===== src/rtl/favm_burst_monitor.sv =====
// favm_burst_monitor: passive Avalon-MM protocol monitor with burst support.
// Tracks outstanding read beats and write responses, and records protocol
// violations as sticky error flags plus the index of the first error seen.
module favm_burst_monitor #(
  parameter int unsigned DW        = 32,
  parameter int unsigned AW        = 14,
  parameter int unsigned BW        = 4,
  parameter int unsigned LGDEPTH   = 8,
  parameter int unsigned MAX_OUTST = 200,
  parameter int unsigned MAX_STALL = 0,
  parameter int unsigned MAX_WAIT  = 0,
  parameter int unsigned LGWAIT    = 8
) (
  input  logic               i_clk,
  input  logic               i_reset,
  input  logic               i_clear,
  input  logic               i_av_read,
  input  logic               i_av_write,
  input  logic [AW-1:0]      i_av_address,
  input  logic [DW-1:0]      i_av_writedata,
  input  logic [DW/8-1:0]    i_av_byteenable,
  input  logic [BW-1:0]      i_av_burstcount,
  input  logic               i_av_waitrequest,
  input  logic               i_av_readdatavalid,
  input  logic               i_av_writeresponsevalid,
  output logic [LGDEPTH-1:0] o_rd_outstanding,
  output logic [LGDEPTH-1:0] o_wr_outstanding,
  output logic [10:0]        o_err,
  output logic [3:0]         o_first_err
);

  typedef enum logic {ST_IDLE, ST_BURST} burst_state_t;

  localparam logic [LGDEPTH:0] CNT_MAX = {1'b0, {LGDEPTH{1'b1}}};
  localparam logic [LGDEPTH:0] CNT_ONE = {{LGDEPTH{1'b0}}, 1'b1};

  burst_state_t        state_q, state_d;
  logic [AW-1:0]       burst_addr_q, burst_addr_d;
  logic [BW-1:0]       burst_len_q, burst_len_d;
  logic [BW-1:0]       beat_cnt_q, beat_cnt_d;
  logic                wr_done;

  logic [LGDEPTH-1:0]  rd_cnt_q, rd_cnt_d, wr_cnt_q, wr_cnt_d;
  logic [LGDEPTH:0]    rd_sum, wr_sum;
  logic [LGWAIT-1:0]   stall_q, stall_d, wait_q, wait_d;

  logic                hold_valid_q, hold_valid_d;
  logic                hold_read_q, hold_read_d, hold_write_q, hold_write_d;
  logic [AW-1:0]       hold_addr_q, hold_addr_d;
  logic [DW-1:0]       hold_data_q, hold_data_d;
  logic [DW/8-1:0]     hold_be_q, hold_be_d;
  logic [BW-1:0]       hold_bc_q, hold_bc_d;

  logic [10:0]         err_q, err_d, new_err;
  logic [3:0]          first_err_q, first_err_d, lowest_idx;

  logic req, req_stall, rd_accept, wr_accept, busy, resp;

  assign req       = i_av_read || i_av_write;
  assign req_stall = req && i_av_waitrequest;
  assign rd_accept = i_av_read && !i_av_waitrequest;
  assign wr_accept = i_av_write && !i_av_waitrequest;
  assign busy      = (rd_cnt_q != '0) || (wr_cnt_q != '0);
  assign resp      = i_av_readdatavalid || i_av_writeresponsevalid;

  // Write burst tracker: latch the burst header on the first beat and count beats to the last
  always_comb begin
    state_d      = state_q;
    burst_addr_d = burst_addr_q;
    burst_len_d  = burst_len_q;
    beat_cnt_d   = beat_cnt_q;
    wr_done      = 1'b0;
    case (state_q)
      ST_IDLE: begin
        if (wr_accept) begin
          if (i_av_burstcount == BW'(1)) begin
            wr_done = 1'b1;
          end else if (i_av_burstcount > BW'(1)) begin
            state_d      = ST_BURST;
            burst_addr_d = i_av_address;
            burst_len_d  = i_av_burstcount;
            beat_cnt_d   = BW'(1);
          end
        end
      end
      ST_BURST: begin
        if (wr_accept) begin
          if (beat_cnt_q + BW'(1) == burst_len_q) begin
            state_d    = ST_IDLE;
            beat_cnt_d = '0;
            wr_done    = 1'b1;
          end else begin
            beat_cnt_d = beat_cnt_q + BW'(1);
          end
        end
      end
      default: state_d = ST_IDLE;
    endcase
  end

  // Outstanding counters plus stall and wait timers, all saturating in both directions
  always_comb begin
    rd_sum = {1'b0, rd_cnt_q} + (rd_accept ? (LGDEPTH+1)'(i_av_burstcount) : '0);
    if (i_av_readdatavalid && rd_sum != '0) rd_sum = rd_sum - CNT_ONE;
    rd_cnt_d = (rd_sum > CNT_MAX) ? CNT_MAX[LGDEPTH-1:0] : rd_sum[LGDEPTH-1:0];

    wr_sum = {1'b0, wr_cnt_q} + (wr_done ? CNT_ONE : '0);
    if (i_av_writeresponsevalid && wr_sum != '0) wr_sum = wr_sum - CNT_ONE;
    wr_cnt_d = (wr_sum > CNT_MAX) ? CNT_MAX[LGDEPTH-1:0] : wr_sum[LGDEPTH-1:0];

    stall_d = '0;
    if (req_stall) stall_d = (stall_q == '1) ? stall_q : stall_q + LGWAIT'(1);

    wait_d = '0;
    if (busy && !resp) wait_d = (wait_q == '1) ? wait_q : wait_q + LGWAIT'(1);
  end

  // Snapshot of a stalled request so the next cycle can verify it was held unchanged
  always_comb begin
    hold_valid_d = req_stall;
    hold_read_d  = i_av_read;
    hold_write_d = i_av_write;
    hold_addr_d  = i_av_address;
    hold_data_d  = i_av_writedata;
    hold_be_d    = i_av_byteenable;
    hold_bc_d    = i_av_burstcount;
  end

  // Detect this cycle's violations and merge them into the sticky flags and first-error index
  always_comb begin
    new_err     = '0;
    new_err[0]  = i_av_read && i_av_write;
    new_err[1]  = hold_valid_q &&
                  ((i_av_read != hold_read_q) || (i_av_write != hold_write_q) ||
                   (i_av_address != hold_addr_q) || (i_av_burstcount != hold_bc_q) ||
                   (i_av_byteenable != hold_be_q) ||
                   (hold_write_q && (i_av_writedata != hold_data_q)));
    new_err[2]  = (i_av_read || (i_av_write && state_q == ST_IDLE)) && (i_av_burstcount == '0);
    new_err[3]  = i_av_write && (i_av_byteenable == '0);
    new_err[4]  = i_av_readdatavalid && (rd_cnt_q == '0) && !rd_accept;
    new_err[5]  = i_av_writeresponsevalid && (wr_cnt_q == '0) && !wr_done;
    new_err[6]  = i_av_readdatavalid && i_av_writeresponsevalid;
    new_err[7]  = (32'(rd_cnt_q) + 32'(wr_cnt_q)) > MAX_OUTST;
    new_err[8]  = (MAX_STALL != 0) && req_stall && (32'(stall_d) >= MAX_STALL);
    new_err[9]  = (MAX_WAIT != 0) && (wait_d != '0) && (32'(wait_d) >= MAX_WAIT);
    new_err[10] = (state_q == ST_BURST) &&
                  (i_av_read || (i_av_write && ((i_av_address != burst_addr_q) ||
                                                (i_av_burstcount != burst_len_q))));

    lowest_idx = 4'hf;
    for (int i = 10; i >= 0; i--) begin
      if (new_err[i]) lowest_idx = 4'(i);
    end

    err_d       = (i_clear ? '0 : err_q) | new_err;
    first_err_d = i_clear ? 4'hf : first_err_q;
    if (first_err_d == 4'hf && new_err != '0) first_err_d = lowest_idx;
  end

  // State register; reset discards any in-flight burst and all tracking
  always_ff @(posedge i_clk) begin
    if (i_reset) begin
      state_q      <= ST_IDLE;
      burst_addr_q <= '0;
      burst_len_q  <= '0;
      beat_cnt_q   <= '0;
      rd_cnt_q     <= '0;
      wr_cnt_q     <= '0;
      stall_q      <= '0;
      wait_q       <= '0;
      hold_valid_q <= 1'b0;
      hold_read_q  <= 1'b0;
      hold_write_q <= 1'b0;
      hold_addr_q  <= '0;
      hold_data_q  <= '0;
      hold_be_q    <= '0;
      hold_bc_q    <= '0;
      err_q        <= '0;
      first_err_q  <= 4'hf;
    end else begin
      state_q      <= state_d;
      burst_addr_q <= burst_addr_d;
      burst_len_q  <= burst_len_d;
      beat_cnt_q   <= beat_cnt_d;
      rd_cnt_q     <= rd_cnt_d;
      wr_cnt_q     <= wr_cnt_d;
      stall_q      <= stall_d;
      wait_q       <= wait_d;
      hold_valid_q <= hold_valid_d;
      hold_read_q  <= hold_read_d;
      hold_write_q <= hold_write_d;
      hold_addr_q  <= hold_addr_d;
      hold_data_q  <= hold_data_d;
      hold_be_q    <= hold_be_d;
      hold_bc_q    <= hold_bc_d;
      err_q        <= err_d;
      first_err_q  <= first_err_d;
    end
  end

  assign o_rd_outstanding = rd_cnt_q;
  assign o_wr_outstanding = wr_cnt_q;
  assign o_err            = err_q;
  assign o_first_err      = first_err_q;

endmodule


===== config.mk =====
export PLATFORM = sky130hd
export DESIGN_NAME = favm_burst_monitor
export DESIGN_NICKNAME = d
export VERILOG_FILES = /design/src/rtl/favm_burst_monitor.sv
export SDC_FILE = /design/constraint.sdc
export NUM_CORES = 1
export LEC_CHECK = 0
export ABC_AREA = 1
export CAP_MARGIN = 15
export CORE_MARGIN = 4
export CORE_UTILIZATION = 30
export CTS_CLUSTER_DIAMETER = 200
export CTS_CLUSTER_SIZE = 25
export DETAILED_ROUTE_END_ITERATION = 6
export PLACE_DENSITY = 0.52
export SYNTH_ARGS = -nofsm -noshare
export SYNTH_HDL_FRONTEND = slang
export SYNTH_SLANG_ARGS = --single-unit

===== constraint.sdc =====
create_clock -name i_clk -period 3.7 [get_ports i_clk]
set_clock_uncertainty 0.15 [all_clocks]
set_input_delay 1.11 -clock i_clk [delete_from_list [all_inputs] [get_ports i_clk]]
set_output_delay 1.11 -clock i_clk [all_outputs]
set_load 0.03 [all_outputs]

# Word-level counts from Yosys, hierarchy flattened
# Cells that the tools add are included.
# totals
ff_bits,111
inputBits,62
word_cells,118
output_inout_bits,31
# op_classes
n_addsub,6
muxes,35
bitwise,3
reduce_logical,40
magnitude_cmp,4
eq_ne,15
# op_table
cell,n
2-to-1 mux 4 bit,16
!= test 32 bit,1
!= test 14 bit,2
"greater-than comparator 9 x 8 -> 1 bit, second input constant",3
nonzero test 9 bit,3
logical AND 1 bit,19
2-to-1 mux 9 bit,2
"subtractor 9 x 1 -> 9 bit, second input constant",2
zero test 8 bit,2
2-to-1 mux 8 bit,2
!= test 4 bit,3
2-to-1 mux 11 bit,1
bitwise OR 11 bit,1
2-to-1 mux 1 bit,10
adder 8 x 1 -> 9 bit,1
adder 8 x 4 -> 9 bit,1
adder 8 x 8 -> 9 bit,1
logical OR 1 bit,9
zero test 4 bit,2
case mux 4 bit (2 select lines),1
AND reduction 4 bit,2
"!= test 2 bit, second input constant",3
"adder 4 x 1 -> 4 bit, second input constant",1
"== test 4 x 1 -> 1 bit, second input constant",1
9 further kinds,14

# Longest topological paths before layout
# Gate-level depths: netlist of the first run.
# depth
word_depth,15
depth_mapped,23
depth_no_buf,23

# Worst setup path after synthesis of the first run
# No wires, ideal clock.
# synth_timing
path_kind,input to register
start,input port i_av_write
end,"register wr_cnt_q[0], in the netlist o_wr_outstanding[0]"
setup_slack_ns,0.153
arrival_ns,3.258
t_required_ns,3.411
stages,18
setup_time_ns,0.139
cell_sequence,inv_2 > nor2_2 > inv_1 > nor2_2 > nand3_1 > nand2_1 > ha_1 > ha_1 > nand3_2 > nor3_4 > xor2_2 > inv_2 > nor3_2 > nand2_1 > xnor2_1 > nand2_4 > nand2_8 > a21oi_2
# synth_via
elab_chain_len,10
elab_cells_between_ends,12
classes_between,add/sub (2); order compare (1); mux (6); reduce/logical (3)
# synth_lines
item,line_no,rtl
from (decl),18,"input logic i_av_write,"
logical AND 1 bit (*),62,assign wr_accept = i_av_write && !i_av_waitrequest;
2-to-1 mux 1 bit (on tied branches),"87, 75",
case mux 1 bit (2 select lines) (*),73,case (state_q)
2-to-1 mux 1 bit (*),107,"wr_sum = {1'b0, wr_cnt_q} + (wr_done ? CNT_ONE : '0);"
adder 8 x 1 -> 9 bit (*),107,
"parallel branches: the longest is 2 deep, another holds subtractor 9 x 1 -> 9 bit",n/a,
2-to-1 mux 9 bit (*),108,if (i_av_writeresponsevalid && wr_sum != '0) wr_sum = wr_sum - CNT_ONE;
greater-than comparator 9 x 8 -> 1 bit,109,wr_cnt_d = (wr_sum > CNT_MAX) ? CNT_MAX[LGDEPTH-1:0] : wr_sum[LGDEPTH-1:0];
2-to-1 mux 8 bit (*),109,
to (signal assigned),186,wr_cnt_q <= wr_cnt_d;
to (decl),43,"logic [LGDEPTH-1:0] rd_cnt_q, rd_cnt_d, wr_cnt_q, wr_cnt_d;"
# Mark *: on every way between the ends.
# A chain may end at the register's enable or synchronous reset.

# Worst setup path after layout of the first run
# layout_timing
start,input port i_av_write
end,"register wr_cnt_q[4], in the netlist o_wr_outstanding[4]"
# The elaborated chain is that of the path after synthesis.

==> results.tsv, run 1 <==
stage	metric	value	unit
run_status	status	finished, final reports clean	
worst_setup_path	kind of cell adding the most delay to the critical path	simple AND/OR/NAND/NOR gates	
worst_setup_path	Startpoint Class	input pin	
clocking	clock net sink count	109	
synthesis	number of synthesized flops with an enable pin	0	
worst_setup_path	WP buf/inv	5	
worst_setup_path	Cell Chain, Critical Path	clkbuf_2 > inv_2 > nor2_4 > inv_2 > nor2_2 > nand4_1 > nand2_1 > ha_4 > buf_4 > nand2_2 > nor2_4 > nand4_1 > nor2_2 > xor2_2 > nor3_2 > nand4_1 > nand2_4 > buf_12 > nand2_4 > nand2_8 > a21oi_2	
grt	number of global-route vias before repair	5386	
worst_setup_path	Crit Path Category	input pin to register	
synthesis	post-synthesis sequential area ratio	0.3628	
worst_setup_path	Arr. time, crit path	3.62	ns
route	DRC viols	0	
layout	most common cell after layout, fill and taps aside	nand2_1	
synthesis	FF+latch count, synth	109	
route	post-route ant nets	0	
layout	post-route cell area	8247	um2
grt	grt total ovfl	0	
worst_setup_path	Crit path top cell by count	nand4_1	
synthesis	async set-or-reset flop fraction in the synthesized netlist	0	
layout	share of cells above drive strength 1	0.1654	
clocking	H-tree levels	3	
route	routed wire length	15890	um
place	PortBufs	90	
timing	fin crit period	3.532	ns
timing	period utilization	0.9546	
clocking	Max Root-Sink Buffers	2	
synthesis	synth warn	0	
power	Power Density	473.3	nW/um2
place	placed cell area	7674	um2
synthesis	unique cell type count in the Yosys netlist	44	
route	1st-iter DRT viols	206	
layout	Layout fillers	2055	
timing	relative slew slack	0.5385	
layout	Antenna diodes	0	
power	LEAKAGE	3.858	nW
die	Cell Rows	51	
grt	initial antenna violation count	0	
die	die width	149.6	um
grt	pin count of the biggest net entering global routing	45	
timing	Worst-Margin Slew	0.6915	ns
worst_setup_path	Worst Path Required	3.79	ns
worst_setup_path	Worst path slowest cell	nor2_2	
clocking	Reg clk slew, reported paths	0.08	ns
power	peak supply drop	0.2450	mV
layout	fin nets	1099	
route	drt first pass iters	4	
route	routed via count	5559	
grt	global-route usage over all layers	0.1443	
timing	endpoints failing setup	0	
route	Via density	4.319	
die	Die Y	149.6	um
worst_setup_path	critical path fanouts, max	8	
worst_setup_path	endpoint class of the critical path	register	
place	dpl hpwl	12000	um
worst_hold_path	Min-Delay Path Class	register to register	
place	RePlAce Congestion	0.8230	
worst_setup_path	Crit path largest cell delay	0.20	ns
timing	final hold viol count	0	
clocking	Post-CTS Hold Buffers	0	
clocking	Root Buffer	clkbuf_16	
clocking	Worst-Skew Late Latency	0.36	ns
die	Core Region	19590	um2
timing	FMAX	283.1	MHz
die	Die ar.	22380	um2
grt	first-pass GRT wire length	26100	um
synthesis	cell area after synthesis	6015	um2
job	max_cap viols	0	
layout	Area Growth Syn to Fin	37.11	%
clocking	CTS Buf Count	9	
power	Overall Power	3.903	mW
layout	most frequent cells in the layout	nand2_1 (201), inv_1 (124), dfxtp_1 (109), nor2_1 (97), clkdlybuf4s50_1 (82)	
die	IO Pins	93	
synthesis	Avg Cell Area, Syn	7.076	um2
route	wire per inst	12.35	um
synthesis	Primary FF master, synth	dfxtp_1	
timing	setup tns final	0	ns
synthesis	Synth Instances	850	
die	Initial Util	0.3070	
timing	Final Slew Violations	0	
clocking	TritonCTS clock tree	built	
## kinds of logic (layout without fill, tap and decap cells)
kind of cell | after synthesis | count (layout) | share of synthesized area
other | 1 | 2 | 0.0006235
buffers and inverters | 154 | 324 | 0.09902
adder cells (fa/ha/maj) | 20 | 20 | 0.04410
AO/OA/AOI/OAI | 90 | 90 | 0.08633
AND/OR/NAND/NOR | 399 | 400 | 0.2912
XOR/XNOR | 77 | 77 | 0.1159
flip-flops | 109 | 109 | 0.3628
## cell usage after synthesis, types with 4 or more instances
cell type | number | area [um2]
nor3_1 | 9 | 45.04
nand2_1 | 205 | 769.5
clkbuf_1 | 15 | 56.30
o21ai_0 | 23 | 115.1
ha_1 | 18 | 225.2
nor2_2 | 4 | 25.02
xnor2_1 | 52 | 455.4
xor2_1 | 22 | 192.7
inv_1 | 129 | 484.2
nor2_1 | 103 | 386.6
nand2_2 | 4 | 25.02
nand3b_1 | 4 | 30.03
nand3_1 | 36 | 180.2
a21oi_2 | 10 | 87.58
a21oi_1 | 44 | 220.2
inv_2 | 4 | 15.01
dfxtp_1 | 109 | 2182
nand4_1 | 16 | 100.1
## final timing paths
kind	start	endpoint	slack (ns)	cells past startpoint
worst max register to register	beat_cnt_q[0]	o_wr_outstanding[4]	0.34	20
worst min-delay path	o_err[0]	o_err[0]	0.32	2
worst min register to register	o_err[0]	o_err[0]	0.32	2
worst max-delay path	i_av_write	o_wr_outstanding[4]	0.17	21
## metrics by stage
stage	setup slack, ns	hold WS [ns]	utilization	std cells
floorplan	0.1527	0.3113	-	851
global placement	-0.5116	0.3067	0.3917	1254
detailed placement	-0.5855	0.3125	0.3917	1254
CTS	0.009733	0.3243	0.4145	1281
global route	-0.03175	0.3462	0.4210	1287
finish	0.1681	0.3188	0.4210	1287
## power breakdown
part	total (mW)	internal [mW]	switching, mW
Combinational	1.47	0.690	0.781
Sequential	1.41	1.28	0.129
Clock	1.02	0.538	0.484
Total	3.90	2.51	1.39
## what timing repair did
item	in CTS	in global routing
buffers inserted	11	6
pin swaps	11	20
setup endpoints to repair	16	19
gates resized for setup	18	29
hold endpoints to repair	0	0
gates cloned	1	0
## metal layers
metal,vias up,global-route usage,part of all wire
li1,2967,-,-
met1,2484,0.1990,0.49
met2,93,0.2348,0.45
met3,15,0.02544,0.043
met4,0,0.03570,0.015
met5,-,0,0
## layout make-up
cell class / count / area, um2 / area share
flip-flops and latches: 109 / 2182 / 0.2646
clock buffers: 9 / 225.2 / 0.02731
inverters: 135 / 515.5 / 0.06251
repair buffers: 173 / 1541 / 0.1869
multi-input cells: 589 / 3368 / 0.4084
well taps: 265 / 331.6 / 0.04021
clock inverters: 7 / 82.58 / 0.01001
## tightest hold or removal path: stages (launching register included)
cell	delay (ns)
dfxtp_1	0.31
nand2_1	0.06
a21oi_1	0.05
## state kept, by name, summed over array words and instances, names as in the netlist
register	flops
burst_len_q	4
hold_read_q	1
state_q	1
hold_be_q	4
beat_cnt_q	4
hold_write_q	1
hold_addr_q	14
hold_data_q	32
o_rd_outstanding	8
o_wr_outstanding	8
o_first_err	4
burst_addr_q	14
hold_bc_q	4
o_err	9
hold_valid_q	1
Power figures use the tool's default switching activity.
==> inputs of run 2 (changes only) <==
CTS_CLUSTER_DIAMETER = unset   (was 200)
CTS_CLUSTER_SIZE = 14   (was 25)
==> results of run 2 <==
Final layout, timing and power as in run 1 (identical DEF).
==> inputs of run 3 (changes only) <==
CAP_MARGIN = unset   (was 15)
==> results of run 3 <==
Final layout, timing and power as in run 1 (identical DEF).
